**src/rtl/fetch_stage.sv**
```systemverilog
// ---------------------------------------------------------------------------
// fetch_stage
//
// Instruction-fetch stage and IF/ID pipeline register for the pipelined MIPS
// datapath. The program counter drives instruction memory directly. The
// returned word and PC+4 are captured into IF/ID, where the decode stage
// picks them up. A wrapping counter tracks how many real instructions have
// entered IF/ID, for performance measurements.
//
// Per-edge priority, highest first:
//   Redirect  -> PC jumps to the word-aligned target; IF/ID flushed to a bubble
//   Stall     -> PC, IF/ID and FetchCount all hold
//   IMem_Ready=1 -> instruction captured; PC advances by 4; count increments
//   IMem_Ready=0 -> PC holds; a bubble is inserted into IF/ID
//
// Parameters:
//   RESET_PC  PC value loaded on reset (must be word aligned)
//   CNT_W     width of FetchCount
//
// Ports:
//   Clk                in   clock, rising edge
//   Rst_n              in   asynchronous active-low reset
//   Stall              in   hazard-unit stall (hold PC and IF/ID)
//   Redirect           in   taken branch/jump resolved in EX
//   RedirectPC         in   redirect target; bits [1:0] are ignored
//   IMem_Ready         in   instruction memory data valid this cycle
//   IMem_Data          in   instruction word at IMem_Addr
//   IMem_Addr          out  current PC, zero latency
//   IMem_Req           out  fetch request (~Stall & ~Redirect, 0 in reset)
//   IF_ID_Instruction  out  registered instruction for decode
//   IF_ID_PCPlus4      out  registered PC+4 of that instruction
//   IF_ID_Valid        out  IF/ID holds a real instruction (0 = bubble)
//   PC                 out  current program counter
//   FetchCount         out  valid instructions loaded into IF/ID, wrapping
// ---------------------------------------------------------------------------
module fetch_stage #(
  parameter logic [31:0] RESET_PC = 32'h0000_0000,
  parameter int          CNT_W    = 16
) (
  input  logic             Clk,
  input  logic             Rst_n,
  input  logic             Stall,
  input  logic             Redirect,
  input  logic [31:0]      RedirectPC,
  input  logic             IMem_Ready,
  input  logic [31:0]      IMem_Data,
  output logic [31:0]      IMem_Addr,
  output logic             IMem_Req,
  output logic [31:0]      IF_ID_Instruction,
  output logic [31:0]      IF_ID_PCPlus4,
  output logic             IF_ID_Valid,
  output logic [31:0]      PC,
  output logic [CNT_W-1:0] FetchCount
);

  localparam logic [31:0] NOP = 32'h0000_0000;

  logic [31:0] pc_q;
  logic [31:0] pc_plus4;
  logic [31:0] redirect_target;

  // Modulo-2^32 increment; wraps silently from 0xFFFF_FFFC to 0.
  assign pc_plus4 = pc_q + 32'd4;

  // Masking (rather than slicing) keeps every RedirectPC bit in use while
  // forcing word alignment of the target.
  assign redirect_target = RedirectPC & ~32'h0000_0003;

  assign PC        = pc_q;
  assign IMem_Addr = pc_q;

  // Reset gates the request combinationally so memory sees no request while
  // Rst_n is low, even between clock edges.
  assign IMem_Req = Rst_n & ~Stall & ~Redirect;

  // NOTE: all pipeline state uses non-blocking assignments so every register
  // samples pre-edge values; only the PC/IF-ID flops are reset (no memories).
  always_ff @(posedge Clk or negedge Rst_n) begin
    if (!Rst_n) begin
      pc_q              <= RESET_PC;
      IF_ID_Instruction <= NOP;
      IF_ID_PCPlus4     <= 32'h0000_0000;
      IF_ID_Valid       <= 1'b0;
      FetchCount        <= '0;
    end else if (Redirect) begin
      // Flush the wrong-path instruction; the target is fetched next cycle.
      pc_q              <= redirect_target;
      IF_ID_Instruction <= NOP;
      IF_ID_PCPlus4     <= 32'h0000_0000;
      IF_ID_Valid       <= 1'b0;
    end else if (Stall) begin
      // Everything holds; the held instruction is delivered exactly once
      // when the stall drops.
      pc_q              <= pc_q;
    end else if (IMem_Ready) begin
      pc_q              <= pc_plus4;
      IF_ID_Instruction <= IMem_Data;
      IF_ID_PCPlus4     <= pc_plus4;
      IF_ID_Valid       <= 1'b1;
      FetchCount        <= FetchCount + CNT_W'(1);
    end else begin
      // Memory wait state: retry the same PC and pass a bubble to decode.
      IF_ID_Instruction <= NOP;
      IF_ID_PCPlus4     <= 32'h0000_0000;
      IF_ID_Valid       <= 1'b0;
    end
  end

endmodule

```
**config.mk**
```make
export PLATFORM = sky130hd
export DESIGN_NAME = fetch_stage
export DESIGN_NICKNAME = d
export VERILOG_FILES = /design/src/rtl/fetch_stage.sv
export SDC_FILE = /design/constraint.sdc
export NUM_CORES = 1
export LEC_CHECK = 0
export CORE_MARGIN = 3
export CORE_UTILIZATION = 47
export DETAILED_ROUTE_END_ITERATION = 12
export PLACE_DENSITY = 0.94
export SYNTH_ARGS = -nofsm -noshare
export SYNTH_HDL_FRONTEND = slang
export SYNTH_SLANG_ARGS = --single-unit
```
**constraint.sdc**
```tcl
create_clock -name Clk -period 5.1 [get_ports Clk]
set_clock_uncertainty 0.15 [all_clocks]
set_input_delay 1.02 -clock Clk [delete_from_list [all_inputs] [get_ports Clk]]
set_output_delay 1.02 -clock Clk [all_outputs]
set_load 0.02 [all_outputs]
```
==> flow_summary.yaml <==
timing:
  worst_pin_slew_ns: 0.8219
  setup_viol: 0
  hold_violations: 0
  holdWs_ns: 0.3290
  fin_setup_tns_ns: 0
  min_period_ns: 3.623
  min_period_over_period_pct: 71.04
  final.setup.worst_slack_ns: 1.477
  fmax_mhz: 276.0
  drv_slew: 0
  rsz0062_at_grt: "false"
  relSlewSlack_pct: 45.09
final_layout:
  antenna_cells: 0
  multi_input_area_um2: 2180
  post-route-util_pct: 69.21
  fin_cells: 799
  areaGrowthSynthToFinish_pct: 42.83
  drive_gt1_share_pct: 5.918
  seqCellArea_um2: 2753
  nFillCells: 818
  final_nets: 725
route:
  drt_iter0_markers: 308
  drc: 0
  wl_per_cell_um: 18.55
  via_per_inst: 5.558
  wirelength_um: 14820
  ant_nets: 0
  num_vias: 4441
  first_pass_iters: 5
worst_setup_path:
  r2r_end: "IF_ID_PCPlus4[26]"
  r2r-start: "IMem_Addr[2]"
  cp-startpoint: "Stall"
  cp_max_fo: 6
  crit_type: "in -> out"
  r2r_cells: 6
  cp-start-kind: "input port"
  worstPathRequired_ns: 3.93
  end_kind: "output port"
  cp_data_arrival_time_ns: 2.45
  r2r_slack_ns: 2.48
logic_synthesis:
  ys_top_cells_by_area: "dfrtp_1, a22o_1, xnor2_1"
  syn_inst: 490
  synth-seq-cells: 110
  synth_top_area_share_pct: 51.95
  synth_area_per_cell_um2: 10.81
  synth_seq_area_share_pct: 51.95
  async_flop_share_pct: 100.0
  synth_ff_type: "dfrtp_1"
  synth_cell_type_count: 39
  synth.largest_area_cell: "dfrtp_1"
  yosys_warnings: 0
  synth_edf_count: 0
  syn_area_um2: 5299
cts:
  cts_setup_buffers: 0
  cts_buffers: 9
  path_clk_slew_ns: 0.07
  clk_path_buf_depth: 2
  cts_tree: "done"
  htree_levels: 3
  cts_root_buf: "clkbuf_16"
  holdBufCountCts: 0
  cts_resized: 0
  cts.sinks: 110
  insertion_delay_ns: 0.34
grt:
  grt_pass1_wl_um: 23970
  antenna_found_initial: 0
  grt_max_degree: 59
  grt_use_total_pct: 23.59
  grt_pass1_vias: 4681
  grt_overflow_total: 0
pwr:
  power.internal_mw: 1.611
  swShare_pct: 28.98
  p_leak_nw: 3.204
  p_clk_share_pct: 33.2
  p_seq_share_pct: 45.2
  p_per_area_nw_per_um2: 299.6
  switchingPower_mw: 0.6571
  combinationalPowerShare_pct: 21.5
  vdd_ir_drop_max_uv: 182.4
die:
  die_area_um2: 12580
  die_y_um: 112.2
  row_count: 38
  core_um2: 10940
  ios: 215
  initial_core_util_pct: 48.46
  die_width_um: 112.2
min_path:
  hp-class: "reg -> reg"
  whs_path_depth: 1
  min_to: "FetchCount[15]"
  worstHoldStart: "FetchCount[15]"
outcome:
  outcome: "completed"
flow_run:
  drv_cap: 0
placed_design:
  dp_cells: 783
  pre_cts_ws_ns: 1.505
  dp_hpwl_um: 10870
  portBuffers: 208
  routabilityCongestion: 0.8659
==> logic make-up after synthesis <==
kind of cell               synth area share [%]
AOI/OAI and AO/OA                         13.48
xor gates and xnor gates                  11.24
adders and majority gates                0.4722
buffers and inverters                     7.367
DFF                                       51.95
muxes                                    0.6139
other                                   0.07077
and+or+nand+nor                           14.81
==> worst max-delay path by stage <==
stage	slack, ns	endpoint	cells past startpoint
2_1_floorplan	1.99	IMem_Req	3
3_3_place_gp	1.53	IMem_Req	3
3_5_place_dp	1.50	IMem_Req	3
4_1_cts	1.48	IMem_Req	3
5_1_grt	1.37	IMem_Req	3
6_report	1.48	IMem_Req	3
==> flip-flops by register name, indices dropped and copies added (netlist names) <==
name               flops
IF_ID_Instruction     32
IF_ID_PCPlus4         31
IMem_Addr             30
FetchCount            16
IF_ID_Valid            1
==> worst max-delay path, cell delays in order <==
cell	delay, ns
clkdlybuf4s50_1	0.52
nor3b_1	0.25
clkdlybuf4s50_1	0.66
==> layout by cell type (no fill, tap or decap), types with 3 or more instances in the layout <==
cell type,instances
a22o_1,61
a31oi_1,3
and3_1,7
and4_1,6
buf_4,8
clkbuf_16,9
clkdlybuf4s50_1,206
conb_1,4
dfrtp_1,110
inv_1,3
nand2_1,51
nand3_1,20
nand4_1,15
nor2_1,14
nor3_1,6
o21ai_0,28
or3_1,3
xnor2_1,38
xor2_1,30
==> through the flow <==
step / cell area, µm² / power, mW
6_report: 7569 / 2.268
5_1_grt: 7569 / 2.368
4_1_cts: 7569 / 2.285
3_5_place_dp: 7246 / 1.533
3_3_place_gp: 7246 / 1.515
2_1_floorplan: 5310 / 1.277
==> cell usage after synthesis (3+ instances only) <==
library cell  count
o21ai_0          28
and4_1            6
a22o_1           61
nor3_1            6
xnor2_1          38
nand3_1          20
xor2_1           30
nor2b_1           3
buf_4            35
nor2_1           14
nand4_1          15
and3_1            7
clkbuf_2          3
nand2_1          51
a31oi_1           3
inv_1             3
dfrtp_1         110
clkbuf_1         26
or3_1             3
==> cell type report <==
type,instances,area share [%]
multi-input combinational,315,28.80
inverter,3,0.1488
sequential,110,36.37
timing repair buffer,215,28.10
tap,140,2.314
clock buffer,9,2.976
clock inverter,7,1.289
==> power by group through the flow <==
stage,Combinational [mW],Clock (mW),Sequential [mW]
finish,0.489,0.753,1.03
global route,0.523,0.807,1.04
CTS,0.494,0.765,1.03
detailed placement,0.491,0,1.04
global placement,0.481,0,1.03
floorplan,0.194,0,1.08
==> per-layer routing <==
metal / wire length, µm / up-vias / global-route usage, % / share of wire [%]
met3: 958 / 25 / 3.774 / 6.5
met1: 5739 / 2194 / 28.39 / 39
met4: 263 / 0 / 8.093 / 1.8
li1: - / 2016 / - / -
met2: 7863 / 206 / 42.87 / 53
met5: 0 / - / 0 / 0
Note: power is estimated with default switching activity, not from simulation.
